==> config.mk <==
export PLATFORM = sky130hd
export DESIGN_NAME = cnu_minsum
export DESIGN_NICKNAME = d
export VERILOG_FILES = /design/src/rtl/cnu_minsum.sv
export SDC_FILE = /design/constraint.sdc
export NUM_CORES = 1
export LEC_CHECK = 0
export ABC_AREA = 0
export CORE_ASPECT_RATIO = 0.8
export CORE_MARGIN = 3
export CORE_UTILIZATION = 35
export CTS_CLUSTER_DIAMETER = 50
export DETAILED_ROUTE_END_ITERATION = 7
export PLACE_DENSITY_LB_ADDON = 0.08
export SYNTH_ARGS = -nofsm -noshare
export SYNTH_HDL_FRONTEND = slang
export SYNTH_SLANG_ARGS = --single-unit
==> constraint.sdc <==
create_clock -name clk -period 5.06 [get_ports clk]
set_clock_uncertainty 0.15 [all_clocks]
set_input_delay 0.506 -clock clk [delete_from_list [all_inputs] [get_ports clk]]
set_output_delay 0.506 -clock clk [all_outputs]
set_load 0.02 [all_outputs]
==> src/rtl/cnu_minsum.sv <==
`default_nettype none
// ============================================================================
// Module   : cnu_minsum
// Brief    : Layered min-sum check-node unit (ACCUM min1/min2/idx/parity,
//            then EMIT one check-to-variable vector per block column).
// Revision : 1.0 - initial release
// ============================================================================
module cnu_minsum #(
    parameter int DWIDTH        = 8,
    parameter int LiftingFactor = 4,
    parameter int MAX_DEG       = 8,
    parameter int OFFSET        = 0
) (
    input  logic              clk,
    input  logic              rst_n,
    input  logic              in_valid,
    output logic              in_ready,
    input  logic [DWIDTH-1:0] in_data [LiftingFactor],
    input  logic              in_last,
    output logic              out_valid,
    input  logic              out_ready,
    output logic [DWIDTH-1:0] out_data [LiftingFactor],
    output logic              out_last,
    output logic              deg_err
);

    localparam int                c_IW       = (MAX_DEG > 1) ? $clog2(MAX_DEG) : 1;
    localparam logic [c_IW-1:0]   c_LAST_COL = c_IW'(MAX_DEG - 1);
    localparam logic [DWIDTH-1:0] c_MAG_MAX  = {1'b0, {(DWIDTH-1){1'b1}}};
    localparam logic [DWIDTH-1:0] c_MOST_NEG = {1'b1, {(DWIDTH-1){1'b0}}};
    localparam logic [DWIDTH-1:0] c_OFFSET   = DWIDTH'(OFFSET);

    typedef enum logic [0:0] {
        ACCUM = 1'b0,
        EMIT  = 1'b1
    } state_t;

    state_t r_state;
    state_t w_state_nxt;

    logic [DWIDTH-1:0]        r_min1 [LiftingFactor];
    logic [DWIDTH-1:0]        r_min2 [LiftingFactor];
    logic [c_IW-1:0]          r_idx  [LiftingFactor];
    logic [LiftingFactor-1:0] r_par;
    logic [LiftingFactor-1:0] r_sign_buf [MAX_DEG];
    logic [c_IW-1:0]          r_col;
    logic [c_IW-1:0]          r_last_col;
    logic [c_IW-1:0]          r_j;

    logic [DWIDTH-1:0]        w_mag      [LiftingFactor];
    logic [LiftingFactor-1:0] w_sgn;
    logic [DWIDTH-1:0]        w_min1_nxt [LiftingFactor];
    logic [DWIDTH-1:0]        w_min2_nxt [LiftingFactor];
    logic [c_IW-1:0]          w_idx_nxt  [LiftingFactor];
    logic [LiftingFactor-1:0] w_par_nxt;
    logic [LiftingFactor-1:0] w_sign0;
    logic [DWIDTH-1:0]        w_first    [LiftingFactor];
    logic [DWIDTH-1:0]        w_next     [LiftingFactor];
    logic [c_IW-1:0]          w_jn;
    logic                     w_acc;
    logic                     w_last_acc;
    logic                     w_hs;
    logic                     w_done;

    // Saturating magnitude: the most negative code folds onto the largest positive.
    function automatic logic [DWIDTH-1:0] sat_abs(input logic [DWIDTH-1:0] x);
        if (!x[DWIDTH-1])
            return x;
        else if (x == c_MOST_NEG)
            return c_MAG_MAX;
        else
            return -x;
    endfunction

    function automatic logic [DWIDTH-1:0] msg(
        input logic [c_IW-1:0]   j,
        input logic [c_IW-1:0]   idx,
        input logic [DWIDTH-1:0] m1,
        input logic [DWIDTH-1:0] m2,
        input logic              s
    );
        logic [DWIDTH-1:0] mag;
        mag = (j == idx) ? m2 : m1;
        mag = (mag > c_OFFSET) ? (mag - c_OFFSET) : '0;
        return s ? -mag : mag;
    endfunction

    assign w_acc      = in_valid && (r_state == ACCUM);
    assign w_last_acc = w_acc && (in_last || (r_col == c_LAST_COL));
    assign w_hs       = out_valid && out_ready;
    assign w_done     = w_hs && out_last;
    assign w_jn       = r_j + c_IW'(1);

    // Beat 0 is built from the post-update accumulators so it can leave on
    // the cycle right after the final input handshake.
    always_comb begin
        for (int l = 0; l < LiftingFactor; l++) begin
            w_mag[l]      = sat_abs(in_data[l]);
            w_sgn[l]      = in_data[l][DWIDTH-1];
            w_min1_nxt[l] = r_min1[l];
            w_min2_nxt[l] = r_min2[l];
            w_idx_nxt[l]  = r_idx[l];
            if (w_mag[l] < r_min1[l]) begin
                w_min2_nxt[l] = r_min1[l];
                w_min1_nxt[l] = w_mag[l];
                w_idx_nxt[l]  = r_col;
            end else if (w_mag[l] < r_min2[l]) begin
                w_min2_nxt[l] = w_mag[l];
            end
            w_par_nxt[l] = r_par[l] ^ w_sgn[l];
            w_sign0[l]   = (r_col == '0) ? w_sgn[l] : r_sign_buf[0][l];
            w_first[l]   = msg('0, w_idx_nxt[l], w_min1_nxt[l], w_min2_nxt[l],
                               w_par_nxt[l] ^ w_sign0[l]);
            w_next[l]    = msg(w_jn, r_idx[l], r_min1[l], r_min2[l],
                               r_par[l] ^ r_sign_buf[w_jn][l]);
        end
    end

    always_ff @(posedge clk or negedge rst_n) begin
        if (!rst_n)
            r_state <= ACCUM;
        else
            r_state <= w_state_nxt;
    end

    always_comb begin
        w_state_nxt = r_state;
        in_ready    = 1'b0;
        case (r_state)
            ACCUM: begin
                in_ready = 1'b1;
                if (w_last_acc)
                    w_state_nxt = EMIT;
            end
            EMIT: begin
                if (w_done)
                    w_state_nxt = ACCUM;
            end
            default: w_state_nxt = ACCUM;
        endcase
    end

    always_ff @(posedge clk or negedge rst_n) begin
        if (!rst_n) begin
            for (int l = 0; l < LiftingFactor; l++) begin
                r_min1[l]   <= c_MAG_MAX;
                r_min2[l]   <= c_MAG_MAX;
                r_idx[l]    <= '0;
                out_data[l] <= '0;
            end
            for (int c = 0; c < MAX_DEG; c++)
                r_sign_buf[c] <= '0;
            r_par      <= '0;
            r_col      <= '0;
            r_last_col <= '0;
            r_j        <= '0;
            out_valid  <= 1'b0;
            out_last   <= 1'b0;
            deg_err    <= 1'b0;
        end else begin
            if (w_acc) begin
                for (int l = 0; l < LiftingFactor; l++) begin
                    r_min1[l] <= w_min1_nxt[l];
                    r_min2[l] <= w_min2_nxt[l];
                    r_idx[l]  <= w_idx_nxt[l];
                end
                r_par             <= w_par_nxt;
                r_sign_buf[r_col] <= w_sgn;
                if ((r_col == c_LAST_COL) && !in_last)
                    deg_err <= 1'b1;
                if (w_last_acc) begin
                    // Store the last column index rather than the degree so it fits c_IW bits.
                    r_last_col <= r_col;
                    r_col      <= '0;
                    r_j        <= '0;
                    out_valid  <= 1'b1;
                    out_last   <= (r_col == '0);
                    for (int l = 0; l < LiftingFactor; l++)
                        out_data[l] <= w_first[l];
                end else begin
                    r_col <= r_col + c_IW'(1);
                end
            end
            if (w_hs) begin
                if (out_last) begin
                    for (int l = 0; l < LiftingFactor; l++) begin
                        r_min1[l]   <= c_MAG_MAX;
                        r_min2[l]   <= c_MAG_MAX;
                        r_idx[l]    <= '0;
                        out_data[l] <= '0;
                    end
                    r_par     <= '0;
                    out_valid <= 1'b0;
                    out_last  <= 1'b0;
                end else begin
                    r_j      <= w_jn;
                    out_last <= (w_jn == r_last_col);
                    for (int l = 0; l < LiftingFactor; l++)
                        out_data[l] <= w_next[l];
                end
            end
        end
    end

endmodule
`default_nettype wire
# [Word-level counts from Yosys, hierarchy flattened]
# Cells that the tools add are included.
[word_totals] inputBits=37 out_inout_bits=36 wordCells=199 regBits=157
[op_classes] order_cmp=19 add_sub_neg=14 reduce_logical=18 mux=91 eq_ne=10 n_bitwise=15
[ops] cell="two-way mux 8 bit" count=44
[ops] cell="two-way mux 32 bit" count=10
[ops] cell="negator 8 bit" count=12
[ops] cell="> comparator 8 x 1 -> 1 bit (second input constant)" count=8
[ops] cell="< comparator 8 bit" count=8
[ops] cell="two-way mux 12 bit" count=3
[ops] cell="bitwise mux 32 bit" count=1
[ops] cell="equality test 8 bit (second input constant)" count=4
[ops] cell="two-way mux 3 bit" count=9
[ops] cell="two-way mux 4 bit" count=6
[ops] cell="equality test 3 bit" count=5
[ops] cell="logical NOT 3 bit" count=5
[ops] cell="two-way mux 1 bit" count=15
[ops] cell="binary-select mux 4 bit (select 3 bit)" count=1
[ops] cell="demux 4 bit (select 3 bit)" count=1
[ops] cell="bitwise XOR 1 bit" count=12
[ops] cell=">= comparator 4 bit (second input constant)" count=2
[ops] cell="inverter 3 -> 4 bit" count=2
[ops] cell="adder 3 x 1 -> 3 bit (second input constant)" count=2
[ops] cell="logical AND 1 bit" count=6
[ops] cell="AND reduction 2 bit" count=3
[ops] cell="< comparator 4 x 1 -> 1 bit (second input constant)" count=1
[ops] cell="nonzero test 2 bit" count=2
[ops] cell="equality test 3 bit (second input constant)" count=1
[ops] cell="other kinds (4)" count=4

# [Depth between registers and ports, before layout]
# Gate-level depths: netlist of the first run.
[depth] word_depth=14 ltp_mapped=21 depth_no_buf=21

# [Worst setup path before layout of the first run]
# Ideal clock, no wire load.
[synth_path] kind="input port to flip-flop" from="in in_data[24] (netlist bit)" to="reg out_data[27] (netlist bit)" n_path_buf=1 t_arrival_ns=4.733 cell_stages=19 slack_ns=0.099 path_cell_list="inv_1 > ha_1 > nor4b_1 > a2111oi_0 > a211oi_1 > ha_1 > a211o_1 > a221oi_2 > a21bo_1 > buf_4 > mux2i_1 > a222oi_1 > inv_1 > ha_1 > nor4b_1 > a31oi_1 > xnor2_1 > o21ai_1 > a21oi_1"
[synth_between] elab_chain_cells=14
[synth_lines] item="from (decl)" line="18" text="input logic [DWIDTH-1:0] in_data [LiftingFactor],"
[synth_lines] item="negator 8 bit or equality test 8 bit (tied branches)" line="72, 69"
[synth_lines] item="two-way mux 8 bit" line="69" text="else if (x == c_MOST_NEG)"
[synth_lines] item="two-way mux 8 bit *" line="67" text="if (!x[DWIDTH-1])"
[synth_lines] item="< comparator 8 bit, on equally long branches" line="103, 107"
[synth_lines] item="two-way mux 3 bit or two-way mux 8 bit (tied branches)" line="103, 107"
[synth_lines] item="logical NOT 3 bit or two-way mux 8 bit (tied branches)" line="83, 103"
[synth_lines] item="two-way mux 8 bit *" line="83" text="mag = (j == idx) ? m2 : m1;"
[synth_lines] item="> comparator 8 x 1 -> 1 bit" line="84" text="mag = (mag > c_OFFSET) ? (mag - c_OFFSET) : '0;"
[synth_lines] item="two-way mux 8 bit *" line="84"
[synth_lines] item="negator 8 bit" line="85" text="return s ? -mag : mag;"
[synth_lines] item="two-way mux 8 bit *" line="85"
[synth_lines] item="two-way mux 32 bit *" line="171" text="if (w_last_acc) begin"
[synth_lines] item="two-way mux 32 bit *" line="161" text="if (w_acc) begin"
[synth_lines] item="two-way mux 32 bit *" line="184" text="if (w_hs) begin"
[synth_lines] item="to (signal, indexed assignment)" line="179" text="out_data[l] <= w_first[l];"
[synth_lines] item="to (signal, indexed assignment)" line="199" text="out_data[l] <= w_next[l];"
[synth_lines] item="to (decl)" line="22" text="output logic [DWIDTH-1:0] out_data [LiftingFactor],"
# Mark *: on every way between the ends. The rest lies on a longest branch, timed or not. The select of a mux whose other input is x is not followed.
# A chain may end at the register's enable or synchronous reset.

# [Worst setup path in the final report of the first run]
[layout_path] from="in in_data[1] (netlist bit)" to="reg out_data[3] (netlist bit)"
# The elaborated chain is that of the path after synthesis.

==> summary.md, run 1 <==
| Metric | Value |
|---|---|
| Status | complete, no violations |
| GR Util All Layers | 0.243 |
| RSZ-0062 raised after global routing | true |
| Final hold vios | 0 |
| Post-route setup slack | 0.261 ns |
| Met2 usage | 0.365 |
| Number of setup violations in the final report | 0 |
| CP required | 5.30 ns |
| Avg WL per Cell | 20.7 um |
| DRC viols | 0 |
| Critical path class | in -> reg |
| Slew Limit Fails | 0 |
| Yosys cell types | 91 |
| Slew Limit Headroom | 0.292 |
| Post-synth ARST share | 1.00 |
| Worst hold path class | reg -> reg |
| Routability Congestion | 0.951 |
| Seq pwr share | 0.358 |
| Avg Cell Area, Syn | 8.33 um^2 |
| Root buffer cell | clkbuf_16 |
| Share of layout cells above drive strength 1 | 0.217 |
| Worst setup SP type | primary input |
| Worst reg2reg startpoint | r_j[0]$_DFF_PN0_ |
| Post-synth EDFFs | 0 |
| Clk network pwr share | 0.387 |
| Switching Share | 0.311 |
| Logic gate share of total power | 0.255 |
| Initial core utilization | 0.357 |
| Global route hottest layer | met1 |
| Post-Syn Area | 0.0129 mm^2 |
| Final core occ | 0.449 |
| Syn_nets | 1666 |
| Global-route wire length before repair | 73.4 mm |
| Vias | 12909 |
| Period Utilization, post-route | 0.948 |
| Row Count | 62 |
| Clock transition at path regs | 0.07 ns |
| Tightest Pin Transition | 1.06 ns |
| Total negative slack | 0 ns |
| CP arrival | 5.04 ns |
| Die width | 221 um |
| Clock Latency Late Sink | 0.45 ns |
| Reg2reg end | out_data[29]$_DFFE_PN0P_ |
| VDD IR max | 0.176 mV |
| Post-DP HPWL | 35.7 mm |
| Worst r2r path cells | 12 |
| Max Cap Viol | 0 |
| Syn. warnings | 0 |
| Overall power | 3680 uW |
| Port bufs | 72 |
| GRT overflow | 0 |
| R2R setup slack | 1.08 ns |
| Most used DFF post-synth | dfrtp_1 |
| Syn-to-layout area delta | 25.8% |
| Core footprint | 0.0361 mm^2 |
| Drt via density | 5.69 |
| Post-CTS Repair Setup Buffers | 0 |
| Tmin final | 4.80 ns |
| DR iter-0 viols | 1091 |
| Vias in the first global route | 12466 |
| # H-tree levels | 4 |
| Initial DRT Pass Iterations | 7 |
| Largest net degree at the start of global routing | 68 |
| Synth top area cells | dfrtp_1, dfstp_2, ha_1 |
| Dpl cell area | 0.0155 mm^2 |
| CTS max path bufs | 2 |
| Leak | 0.00716 uW |
| Post-synth top area cell | dfrtp_1 |
| Met1 usage | 0.373 |
| CP endpoint | out_data[3]$_DFFE_PN0P_ |
| Ports | 73 |
| Antenna viol nets, final | 0 |
| Routed WL | 46.9 mm |
| CP endpoint kind | flip-flop |
| Met3 Use GR | 0.0354 |
| CTS Buf Count | 17 |
| Fmax achieved | 208 MHz |
| Post-Syn Instances | 1549 |
| Register area share after synthesis | 0.310 |
| Die ar. | 0.0392 mm^2 |
| Worst min-delay path startpoint | deg_err$_DFFE_PN0P_ |
| Die Y | 178 um |
| Flops & latches, synth | 157 |
| Int Power | 2530 uW |
| Crit. Startpoint | in_data[1] |
| Antenna Cells | 0 |
| DP Worst Slack | -0.362 ns |
| PD cells | 226 mW/mm^2 |
| CTS Sinks | 157 |
| Yosys top cell area share | 0.196 |
| Initial antenna violation count | 0 |
| CTS tree | built |
| Psw | 1140 uW |
| Critical Path Fanout Max | 5 |
| Post-Layout Inst Area | 0.0162 mm^2 |
| Fin nets | 1893 |
[power groups by stage]
stage | clock network (uW) | logic, uW | registers [uW]
after floorplan | 0 | 496 | 1330
after global placement | 0 | 919 | 1340
after detailed placement | 0 | 918 | 1340
after CTS | 1440 | 924 | 1320
after global routing | 1500 | 1030 | 1320
final | 1420 | 939 | 1320
[flip-flops by register name, indices dropped and copies added (netlist names), 4 cells and up]
signal,count
out_data,32
r_min1,32
r_min2,32
r_sign_buf,32
r_idx,12
r_par,4
[layer usage]
metal,vias up,share of wire
met2,330,0.43
met3,34,0.047
met1,6342,0.51
met4,0,0.0090
li1,6203,-
met5,-,0
[cell type report]
class | count | area (um^2)
clock buffer | 20 | 437
multi-input combinational | 1226 | 8380
timing repair buffer | 280 | 2290
clock inverter | 12 | 186
fill | 3633 | 19900
tap | 480 | 601
inverter | 94 | 353
sequential | 157 | 4000
[cells by family after synthesis]
family	count (synthesis)	share of synthesized area
simple gates	475	0.174
flops	157	0.310
compound gates	521	0.268
buf+inv	166	0.0489
fa+ha+maj	80	0.0775
xor+xnor	80	0.0559
mux	70	0.0651
[cells in the mapped netlist (33+ instances only)]
library cell / instances
o211ai_1: 33
nand2_1: 148
inv_1: 94
nor2_1: 143
dfrtp_1: 101
ha_1: 80
nand3_1: 42
xor2_1: 37
clkbuf_1: 58
nor3_1: 37
o21ai_0: 93
dfstp_2: 56
xnor2_1: 41
a21oi_1: 149
[how the worst min path moves through the flow]
stage / to / slack, ns / cells after the start
finish: deg_err$_DFFE_PN0P_ / 0.33 / 1
global route: deg_err$_DFFE_PN0P_ / 0.35 / 1
CTS: deg_err$_DFFE_PN0P_ / 0.33 / 1
detailed placement: deg_err$_DFFE_PN0P_ / 0.31 / 1
global placement: r_sign_buf[25]$_DFFE_PN0P_ / 0.31 / 2
floorplan: deg_err$_DFFE_PN0P_ / 0.06 / 0
[timing repair]
item / 4_1_cts / 5_1_grt
gates resized for setup: 0 / 19
endpoints found under the hold margin: 37 / 0
hold buffers: 1 / 0
endpoints found under the setup margin: 0 / 19
[cells in the final DEF (no fill, tap or decap), types with 41 or more instances in the layout]
master             n
inv_1             94
buf_4            207
ha_1              79
xnor2_1           41
o21ai_0           91
nor2_1           141
clkdlybuf4s50_1   71
dfstp_2           56
nand2_1          147
dfrtp_1          101
nand3_1           42
a21oi_1          147
[critical path, cell delays in order]
cell,delay (ns)
clkdlybuf4s50_1,0.42
or4_1,0.58
or2_2,0.31
o21bai_1,0.16
a21oi_1,0.14
a31oi_1,0.07
ha_1,0.32
a211o_1,0.26
a221oi_1,0.27
buf_4,0.18
o21a_1,0.23
o21ai_1,0.16
o32a_1,0.20
o21ai_1,0.12
ha_1,0.20
nand2_1,0.05
o2bb2ai_1,0.16
a22o_1,0.18
a21oi_1,0.08
or3_1,0.36
nand3_1,0.08
[per-stage QoR]
| stage | cells | hold slack (ns) |
|---|---|---|
| finish | 2269 | 0.325 |
| global route | 2269 | 0.352 |
| CTS | 2269 | 0.332 |
| detailed placement | 2236 | 0.312 |
| global placement | 2236 | 0.313 |
| floorplan | 1549 | 0.0604 |
(Power assumes the default switching activity.)
==> run 2, diff against run 1 <==
CELL_PAD_IN_SITES_DETAIL_PLACEMENT = 0   (was not set)
CELL_PAD_IN_SITES_GLOBAL_PLACEMENT = 1   (was not set)
==> summary.md, run 2 (synthesized netlist as in run 1, its figures left out) <==
| Metric | Value |
|---|---|
| Vias | 12930 (was 12909) |
| Max Cap Viol | 0 (unchanged) |
| Port bufs | 72 (unchanged) |
| VDD IR max | 0.187 mV (was 0.176 mV) |
| Die width | 221 um (unchanged) |
| DRC viols | 0 (unchanged) |
| Most frequent cells in the layout | buf_4, nand2_1, a21oi_1, nor2_1, dfrtp_1 (unchanged) |
| Row Count | 62 (unchanged) |
| Clock Latency Late Sink | 0.45 ns (about the same) |
| RSZ-0062 raised after global routing | true (unchanged) |
| Post-Layout Inst Area | 0.0164 mm^2 (was 0.0162 mm^2) |
| Total negative slack | 0 ns (unchanged) |
| CTS Buf Count | 17 (unchanged) |
| Drt via density | 5.66 (was 5.69) |
| WP buf/inv | 2 (unchanged) |
| Worst stage delay on the critical path | 0.59 ns (was 0.58 ns) |
| Ports | 73 (unchanged) |
| Critical path class | in -> reg (unchanged) |
| Post-DP HPWL | 35.9 mm (was 35.7 mm) |
| Die Y | 178 um (unchanged) |
| CP Cell Sequence | clkdlybuf4s50_1 > or4_1 > or2_2 > a211oi_2 > ha_1 > a211o_1 > a221oi_2 > a21bo_2 > mux2i_1 > a222oi_1 > inv_1 > ha_1 > nor4b_2 > a31oi_1 > xnor2_1 > o21ai_1 > a21oi_1 (was clkdlybuf4s50_1 > or4_1 > or2_2 > o21bai_1 > a21oi_1 > a31oi_1 > ha_1 > a211o_1 > a221oi_1 > buf_4 > o21a_1 > o21ai_1 > o32a_1 > o21ai_1 > ha_1 > nand2_1 > o2bb2ai_1 > a22o_1 > a21oi_1 > or3_1 > nand3_1) |
| DR iter-0 viols | 1190 (was 1091) |
| Fmax achieved | 206 MHz (was 208 MHz) |
| Routability Congestion | 0.924 (was 0.951) |
| Fillers | 3636 (was 3633) |
| Initial core utilization | 0.357 (unchanged) |
| GRT overflow | 0 (unchanged) |
| Slew Limit Fails | 0 (unchanged) |
| Violated checks | negative hold slack |
| Number of setup violations in the final report | 0 (unchanged) |
| Period Utilization, post-route | 0.958 (was 0.948) |
| Leak | 0.00727 uW (was 0.00716 uW) |
| Delay-heaviest family, CP | compound AO/OA/AOI/OAI gates (unchanged) |
| Root buffer cell | clkbuf_16 (unchanged) |
| Initial antenna violation count | 0 (unchanged) |
| Largest net degree at the start of global routing | 86 (was 68) |
| Die ar. | 0.0392 mm^2 (unchanged) |
| Tightest Pin Transition | 1.08 ns (was 1.06 ns) |
| Hold Slack | -0.00522 ns (was 0.325 ns) |
| PD cells | 224 mW/mm^2 (was 226 mW/mm^2) |
| CP endpoint kind | flip-flop (unchanged) |
| Post-CTS Hold Buffers | 0 (was 1) |
| Initial DRT Pass Iterations | 6 (was 7) |
| GR Util All Layers | 0.240 (was 0.243) |
| Tmin final | 4.85 ns (was 4.80 ns) |
| Antenna viol nets, final | 0 (unchanged) |
| CTS Sinks | 157 (unchanged) |
| Slowest cell on crit path | or4_1 (unchanged) |
| Slew Limit Headroom | 0.279 (was 0.292) |
| # H-tree levels | 4 (unchanged) |
| Routed WL | 47.1 mm (was 46.9 mm) |
| CTS tree | built (unchanged) |
| Final hold vios | 1 (was 0) |
| Worst hold path class | in -> async (was reg -> reg) |
| Critical Path Fanout Max | 5 (unchanged) |
| Fin nets | 1910 (was 1893) |
| Worst setup SP type | primary input (unchanged) |
| Clock transition at path regs | 0.06 ns (was 0.07 ns) |
| Core footprint | 0.0361 mm^2 (unchanged) |
| Syn-to-layout area delta | 27.0% (was 25.8%) |
| Commonest non-fill, non-tap cell in the layout | buf_4 (unchanged) |
| Dpl cell area | 0.0156 mm^2 (was 0.0155 mm^2) |
| Vias in the first global route | 12151 (was 12466) |
| CP arrival | 5.07 ns (was 5.04 ns) |
| Share of layout cells above drive strength 1 | 0.229 (was 0.217) |
| Global-route wire length before repair | 72.4 mm (was 73.4 mm) |
| Antenna Cells | 0 (unchanged) |
| Status | complete, but fails checks (was complete, no violations) |
| CP required | 5.28 ns (was 5.30 ns) |
| Most used cell, CP | ha_1 |
| CTS max path bufs | 2 (unchanged) |
| Avg WL per Cell | 20.6 um (was 20.7 um) |
[run 2: changes by cell type in the layout (fill, tap and decap cells not counted), sizes merged]
cell | previous run | this run
dlygate4sd3 | 1 | 0
inv | 96 | 95
bufinv | 4 | 3
clkinv | 3 | 5
buf | 208 | 226
[run 2: cell type report]
type,count,area (um^2),share of cell area
well taps,480,601,0.0366
multi-input cells,1226,8400,0.512
flip-flops and latches,157,4000,0.244
clock inverters,12,161,0.00985
clock buffers,20,467,0.0285
repair buffers,297,2410,0.147
inverters,94,353,0.0215
[run 2: power breakdown]
group	internal, uW	leakage (uW)	total [uW]	switching [uW]
clock network	819	0.000299	1400	578
logic	438	0.00502	968	531
registers	1290	0.00195	1310	27.8
[run 2: path summary, 6_finish.rpt]
check	depth (start not counted)	startpoint	end	slack (ns)
min in group clk	2	r_sign_buf[21]$_DFFE_PN0P_	r_sign_buf[21]$_DFFE_PN0P_	0.33
setup reg to reg	14	r_min1[29]$_DFF_PN1_	out_data[27]$_DFFE_PN0P_	1.12
hold / removal	1	rst_n	out_data[14]$_DFFE_PN0P_	-0.005
hold reg to reg	2	r_sign_buf[21]$_DFFE_PN0P_	r_sign_buf[21]$_DFFE_PN0P_	0.33
setup / recovery	17	in_data[25]	out_data[27]$_DFFE_PN0P_	0.21
max in group asynchronous	2	rst_n	r_min2[17]$_DFF_PN1_	3.66
[run 2: per-stage QoR]
step | power [uW] | instances | worst slack (ns) | util
after global placement | 2280 | 2252 | -0.228 | 0.433
after global routing | 3840 | 2286 | -0.0349 | 0.453
after floorplan | 1830 | 1549 | 0.0995 | -
after CTS | 3690 | 2284 | 0.0925 | 0.450
final | 3680 | 2286 | 0.211 | 0.453
after detailed placement | 2280 | 2252 | -0.339 | 0.433
[run 2: worst register-to-register path, stage by stage (launching register included)]
cell and delay (ns):
dfstp_2 0.61, inv_1 0.11, ha_1 0.32, a211o_1 0.28, a221oi_2 0.24, a21bo_2 0.30
mux2i_1 0.19, a222oi_1 0.46, inv_1 0.12, ha_1 0.22, nor4b_2 0.18, a31oi_1 0.27
xnor2_1 0.15, o21ai_1 0.07, a21oi_1 0.18
[run 2: metal layers]
metal	part of all wire	GRT usage	wire length, um	vias to the layer above
li1	-	-	-	6251
met1	0.51	0.374	24200	6292
met2	0.42	0.352	20000	344
met3	0.049	0.0313	2280	43
met4	0.012	0.0480	583	0
met5	0	0	0	-
[run 2: repair_timing]
| item | in CTS | in global routing |
|---|---|---|
| buffers inserted | 0 | 2 |
| endpoints found under the hold margin | 0 | 0 |
| setup endpoints to repair | 0 | 18 |
| resized for setup | 0 | 26 |
==> run 3, diff against run 2 <==
CTS_CLUSTER_SIZE = 16   (was not set)
==> results of run 3 <==
No change in the layout: final DEF, timing and power equal those of run 2.
